`src/rtl/uart_cfg_regfile.sv`:
```
// Byte-stream configuration register file.
// A header byte selects a register and a direction. A write frame carries
// DATA_BYTES little-endian data bytes, which are committed atomically after
// the last byte. A read frame streams the register back over m_axis.
// A stalled write frame is abandoned after TIMEOUT_CYC idle cycles.
module uart_cfg_regfile #(
  parameter int                          NUM_REGS    = 4,
  parameter int                          REG_W       = 16,
  parameter logic [NUM_REGS*REG_W-1:0]   RST_VAL     = '0,
  parameter int                          TIMEOUT_CYC = 1024
) (
  input  logic                      clk,
  input  logic                      rst,
  input  logic [7:0]                s_axis_tdata,
  input  logic                      s_axis_tvalid,
  output logic                      s_axis_tready,
  output logic [7:0]                m_axis_tdata,
  output logic                      m_axis_tvalid,
  input  logic                      m_axis_tready,
  output logic [NUM_REGS*REG_W-1:0] cfg_regs,
  output logic [NUM_REGS-1:0]       cfg_wr,
  output logic                      err,
  output logic                      busy
);

  localparam int DATA_BYTES = (REG_W + 7) / 8;
  localparam int SW         = DATA_BYTES * 8;
  localparam int BCW        = $clog2(DATA_BYTES + 1);
  localparam int TW         = (TIMEOUT_CYC > 0) ? $clog2(TIMEOUT_CYC + 1) : 1;
  localparam logic [6:0]     NREGS7   = 7'(NUM_REGS);
  localparam logic [BCW-1:0] LAST_B   = BCW'(DATA_BYTES - 1);
  localparam logic [TW-1:0]  TO_LAST  = TW'(TIMEOUT_CYC - 1);

  typedef enum logic [1:0] {IDLE, WDATA, RSEND} state_e;

  state_e                         state_q, state_d;
  logic [5:0]                     addr_q, addr_d;
  logic [BCW-1:0]                 bcnt_q, bcnt_d;
  logic [TW-1:0]                  tocnt_q, tocnt_d;
  logic [SW-1:0]                  shadow_q, shadow_d;
  logic [SW-1:0]                  rbuf_q, rbuf_d;
  logic                           tvalid_q, tvalid_d;
  logic [NUM_REGS-1:0][REG_W-1:0] regs_q, regs_d;
  logic [NUM_REGS-1:0]            wr_q, wr_d;
  logic                           err_q, err_d;

  logic          s_hs, m_hs, last_b, addr_hit, hdr_hit;
  logic [SW-1:0] rd_val;

  assign s_axis_tready = (state_q != RSEND);
  assign s_hs          = s_axis_tvalid && s_axis_tready;
  assign m_hs          = tvalid_q && m_axis_tready;
  assign last_b        = (bcnt_q == LAST_B);
  assign addr_hit      = ({1'b0, addr_q} < NREGS7);
  assign hdr_hit       = ({1'b0, s_axis_tdata[5:0]} < NREGS7);

  assign m_axis_tdata  = rbuf_q[7:0];
  assign m_axis_tvalid = tvalid_q;
  assign cfg_regs      = regs_q;
  assign cfg_wr        = wr_q;
  assign err           = err_q;
  assign busy          = (state_q != IDLE);

  // Read-back value for the address carried in the incoming header byte.
  always_comb begin
    rd_val = '0;
    for (int i = 0; i < NUM_REGS; i++) begin
      if (s_axis_tdata[5:0] == 6'(i)) rd_val[REG_W-1:0] = regs_q[i];
    end
  end

  // Frame parser: header decode, data capture, commit, read-back, timeout.
  always_comb begin
    state_d  = state_q;
    addr_d   = addr_q;
    bcnt_d   = bcnt_q;
    tocnt_d  = tocnt_q;
    shadow_d = shadow_q;
    rbuf_d   = rbuf_q;
    tvalid_d = tvalid_q;
    regs_d   = regs_q;
    wr_d     = '0;
    err_d    = 1'b0;
    case (state_q)
      IDLE: begin
        if (s_hs) begin
          if (s_axis_tdata[6]) begin
            err_d = 1'b1;
          end else begin
            addr_d = s_axis_tdata[5:0];
            bcnt_d = '0;
            if (s_axis_tdata[7]) begin
              state_d  = WDATA;
              tocnt_d  = '0;
              shadow_d = '0;
            end else begin
              state_d  = RSEND;
              tvalid_d = 1'b1;
              rbuf_d   = rd_val;
              err_d    = !hdr_hit;
            end
          end
        end
      end
      WDATA: begin
        if (s_hs) begin
          tocnt_d = '0;
          for (int j = 0; j < DATA_BYTES; j++) begin
            if (bcnt_q == BCW'(j)) shadow_d[j*8 +: 8] = s_axis_tdata;
          end
          if (last_b) begin
            state_d = IDLE;
            if (addr_hit) begin
              for (int i = 0; i < NUM_REGS; i++) begin
                if (addr_q == 6'(i)) begin
                  regs_d[i] = shadow_d[REG_W-1:0];
                  wr_d[i]   = 1'b1;
                end
              end
            end else begin
              err_d = 1'b1;
            end
          end else begin
            bcnt_d = bcnt_q + 1'b1;
          end
        end else if (TIMEOUT_CYC > 0) begin
          if (tocnt_q == TO_LAST) begin
            err_d    = 1'b1;
            state_d  = IDLE;
            tocnt_d  = '0;
            shadow_d = '0;
          end else begin
            tocnt_d = tocnt_q + 1'b1;
          end
        end
      end
      RSEND: begin
        if (m_hs) begin
          rbuf_d = rbuf_q >> 8;
          if (last_b) begin
            tvalid_d = 1'b0;
            state_d  = IDLE;
          end else begin
            bcnt_d = bcnt_q + 1'b1;
          end
        end
      end
      default: state_d = IDLE;
    endcase
  end

  // State and output registers; reset aborts any frame without committing.
  always_ff @(posedge clk) begin
    if (rst) begin
      state_q  <= IDLE;
      addr_q   <= '0;
      bcnt_q   <= '0;
      tocnt_q  <= '0;
      shadow_q <= '0;
      rbuf_q   <= '0;
      tvalid_q <= 1'b0;
      regs_q   <= RST_VAL;
      wr_q     <= '0;
      err_q    <= 1'b0;
    end else begin
      state_q  <= state_d;
      addr_q   <= addr_d;
      bcnt_q   <= bcnt_d;
      tocnt_q  <= tocnt_d;
      shadow_q <= shadow_d;
      rbuf_q   <= rbuf_d;
      tvalid_q <= tvalid_d;
      regs_q   <= regs_d;
      wr_q     <= wr_d;
      err_q    <= err_d;
    end
  end

endmodule

```
`config.mk`:
```
export PLATFORM = sky130hd
export DESIGN_NAME = uart_cfg_regfile
export DESIGN_NICKNAME = d
export VERILOG_FILES = /design/src/rtl/uart_cfg_regfile.sv
export SDC_FILE = /design/constraint.sdc
export NUM_CORES = 1
export LEC_CHECK = 0
export CORE_MARGIN = 2
export CORE_UTILIZATION = 45
export DETAILED_ROUTE_END_ITERATION = 8
export PLACE_DENSITY = 0.81
export SETUP_SLACK_MARGIN = 0.05
export SLEW_MARGIN = 10
export SYNTH_ARGS = -nofsm -noshare
export SYNTH_HDL_FRONTEND = slang
export SYNTH_SLANG_ARGS = --single-unit
```
`constraint.sdc`:
```
create_clock -name clk -period 2.7 [get_ports clk]
set_clock_uncertainty 0.2 [all_clocks]
set_input_delay 0.27 -clock clk [delete_from_list [all_inputs] [get_ports clk]]
set_output_delay 0.27 -clock clk [all_outputs]
set_load 0.01 [all_outputs]
```
==> metrics.md <==
| Metric | Value |
|---|---|
| Status | complete, no violations |
| DR vias | 4843 |
| Crit path kind | reg -> out |
| Largest net degree at the start of global routing | 47 |
| Global Route Usage Sum | 24.0% |
| P_sw | 1.11 mW |
| #FFs+latches synth | 123 |
| TNS Setup | 0 ns |
| Critical-path maximum fanout | 16 |
| Max Fclk | 397 MHz |
| Post-route minimum period | 2.52 ns |
| Die width | 114 um |
| Nets | 661 |
| Cell count along the critical path | 5 |
| Switch share | 24.4% |
| Full die area | 0.0131 mm^2 |
| Post-synth top area share | 44.9% |
| Slew margin rel. | 45.0% |
| Post-synth ARST share | 0% |
| Largest area contributor in the netlist | dfxtp_1 |
| Worst endpoint required time | 2.23 ns |
| First-pass GRT wire length | 24200 um |
| Post-CTS sizing | 0 |
| TritonCTS Buffers | 17 |
| Vias per cell | 6.04 |
| RSZ-0062 raised after global routing | false |
| Synth unique cells | 57 |
| Comb pwr share | 8.9% |
| Skew-Pair Late Insertion Delay | 0.42 ns |
| Hold Path Depth | 2 |
| Top cell by count, worst path | inv_1 |
| Post-CTS Setup Bufs | 0 |
| Die height | 114 um |
| Final setup margin | 0.182 ns |
| Number of enable flip-flop cells after synthesis | 0 |
| WL/cell | 19.2 um |
| IO Count | 92 |
| Fin. Hold Viols | 0 |
| Hold WC Path Type | in -> reg |
| Predominant post-synthesis flop cell | dfxtp_1 |
| Ordered cell list for the critical path | inv_1 -> ha_1 -> buf_4 -> inv_1 -> clkdlybuf4s50_1 |
| Pleak | 2.47 nW |
| Iter 0 DRT Violations | 334 |
| Pre-CTS setup slack | 0.138 ns |
| Register area | 0.00246 mm^2 |
| Peak VDD IR | 0.431 mV |
| Number of global-route vias before repair | 4687 |
| Core Box Area | 0.0120 mm^2 |
| Core Rows | 40 |
| Max-slew violations | 0 |
| Fin crit share | 93.3% |
| Fillers | 946 |
| Int Pwr | 3.45 mW |
| Hold-fix buffers, CTS | 0 |
| Max Cap Violations | 0 |
| Commonest non-fill, non-tap cell in the layout | dfxtp_1 |
| Pwr/cell area | 646 mW/mm^2 |
| Initial Utilization | 45.8% |
| ANT nets after route | 0 |
| Initial antenna violation count | 0 |
| Bufs and invs on worst path | 4 |
| I/O Buffers | 91 |
| WHS | 0.226 ns |
| ANT cells | 0 |
| R2R depth | 8 |
| Area of the multi-input gates | 0.00264 mm^2 |
| Setup violators final | 0 |
| Clk root buf | clkbuf_16 |
| 1st-pass router iterations | 5 |
| Seq pwr share | 40.8% |
| Routed wire length | 15400 um |
| Grt ovf | 0 |
| Final Power | 4.56 mW |
| Detailed placement HPWL | 10500 um |
| CP top delay family | buffers and inverters |
| Synth Net Count | 588 |
| Syn Area/Cell | 9.63 um^2 |
| Slowest CP cell | clkdlybuf4s50_1 |
| Area Overhead vs Synth | 28.7% |
| Least-Margin Pin Slew | 0.825 ns |
| Clock share of power | 50.3% |
| Post-synthesis sequential area ratio | 44.9% |
| CP Launch Type | flop |
| Post-route DRC | 0 |
| CP Capture Type | output port |
| Mapped cell area | 0.00548 mm^2 |
| Fraction of layout cells with a size suffix above 1 | 10.5% |
| TritonCTS clock tree | built |
| Design Area, Final | 0.00705 mm^2 |
| Reg clk slew, reported paths | 0.06 ns |
| Top cells by area, synth | dfxtp_1, a211oi_1, nor2_1 |
| Max stage delay on crit path | 0.55 ns |
| H-tree depth | 4 |
| Clock Sinks | 123 |
| Synth Warn # | 0 |
| Clk buf depth | 2 |
| Crit path DAT | 2.05 ns |
| Cells after Synth | 569 |
| Most frequent cells in the layout | dfxtp_1, nor2_1, clkdlybuf4s50_1 |
| DP Area | 0.00645 mm^2 |
| Routability Congestion | 0.864 |
area by class of cell:
| cell class | count | area share [%] |
|---|---|---|
| timing repair buffer | 108 | 15.7 |
| inverter | 15 | 0.799 |
| tap | 147 | 2.61 |
| clock buffer | 19 | 6.14 |
| sequential | 123 | 34.9 |
| multi-input combinational | 377 | 37.5 |
| clock inverter | 13 | 2.34 |
per-layer routing:
metal  part of all wire [%]  vias to the layer above  wire [um]  track usage [%]
li1                       -                     2232          -                -
met1                     40                     2361       6240             29.5
met2                     50                      213       7650             40.1
met3                    7.6                       37       1170             6.35
met4                    2.3                        0        354             9.84
met5                      0                        -          0                0
state kept, by name, indices dropped and copies added (netlist names):
name	count
shadow_q	16
addr_q	6
bcnt_q	2
cfg_wr	4
m_axis_tvalid	1
rbuf_q	16
cfg_regs	64
tocnt_q	11
state_q	2
err	1
per-stage QoR:
stage,util (%),cells
2_1_floorplan,-,569
3_3_place_gp,53.9,770
3_5_place_dp,53.9,770
4_1_cts,58.9,802
5_1_grt,58.9,802
6_report,58.9,802
final timing paths:
path,from,end,slack (ns)
hold reg to reg,shadow_q[4]$_SDFFE_PP0P_,shadow_q[4]$_SDFFE_PP0P_,0.27
setup reg to reg,state_q[0]$_SDFFE_PP0P_,rbuf_q[0]$_SDFFE_PP0P_,0.30
hold / removal,rst,addr_q[1]$_SDFFE_PP0P_,0.23
setup / recovery,state_q[0]$_SDFFE_PP0P_,s_axis_tready,0.18
Yosys cell counts, types with 2 or more instances:
master	instances
a2111oi_0	4
a211o_1	7
a211oi_1	71
a21oi_1	19
a221oi_1	3
a22o_1	16
buf_1	3
buf_2	14
buf_4	8
buf_6	9
clkbuf_1	19
dfxtp_1	123
ha_1	7
inv_1	14
mux2i_1	28
mux4_2	2
nand2_1	13
nand2b_1	7
nand3_1	5
nand3b_1	4
nand4_1	2
nor2_1	99
nor2b_1	14
nor3_1	3
nor3_4	4
nor4_1	5
nor4_2	2
nor4_4	2
o2111a_1	5
o21ai_0	3
o21ai_1	4
o21ba_2	2
o221ai_1	11
o22ai_1	7
or3_1	2
xnor2_1	5
xor2_1	3
worst register-to-register path, stage by stage, from the launching register on:
cell	delay, ns
dfxtp_1	0.40
inv_1	0.09
ha_1	0.29
inv_2	0.17
and3_1	0.38
o221ai_1	0.21
buf_4	0.23
a21oi_1	0.18
o22ai_1	0.10
power groups by stage:
stage / sequential [mW] / combinational, mW / clock [mW]
after CTS: 1.86 / 0.399 / 2.31
after detailed placement: 1.90 / 0.395 / 0
after global placement: 1.90 / 0.389 / 0
after floorplan: 1.89 / 0.273 / 0
after global routing: 1.86 / 0.433 / 2.40
final: 1.86 / 0.404 / 2.29
kinds of logic (layout without fill, tap and decap cells):
logic type	count (synthesis)	in the layout	share of synthesized area [%]
fa+ha+maj	7	7	1.60
compound gates	161	161	22.6
simple gates	170	170	16.6
xor+xnor	8	8	1.28
mux	31	31	6.14
flops	123	123	44.9
buf+inv	69	155	6.85
(Power assumes the default switching activity.)
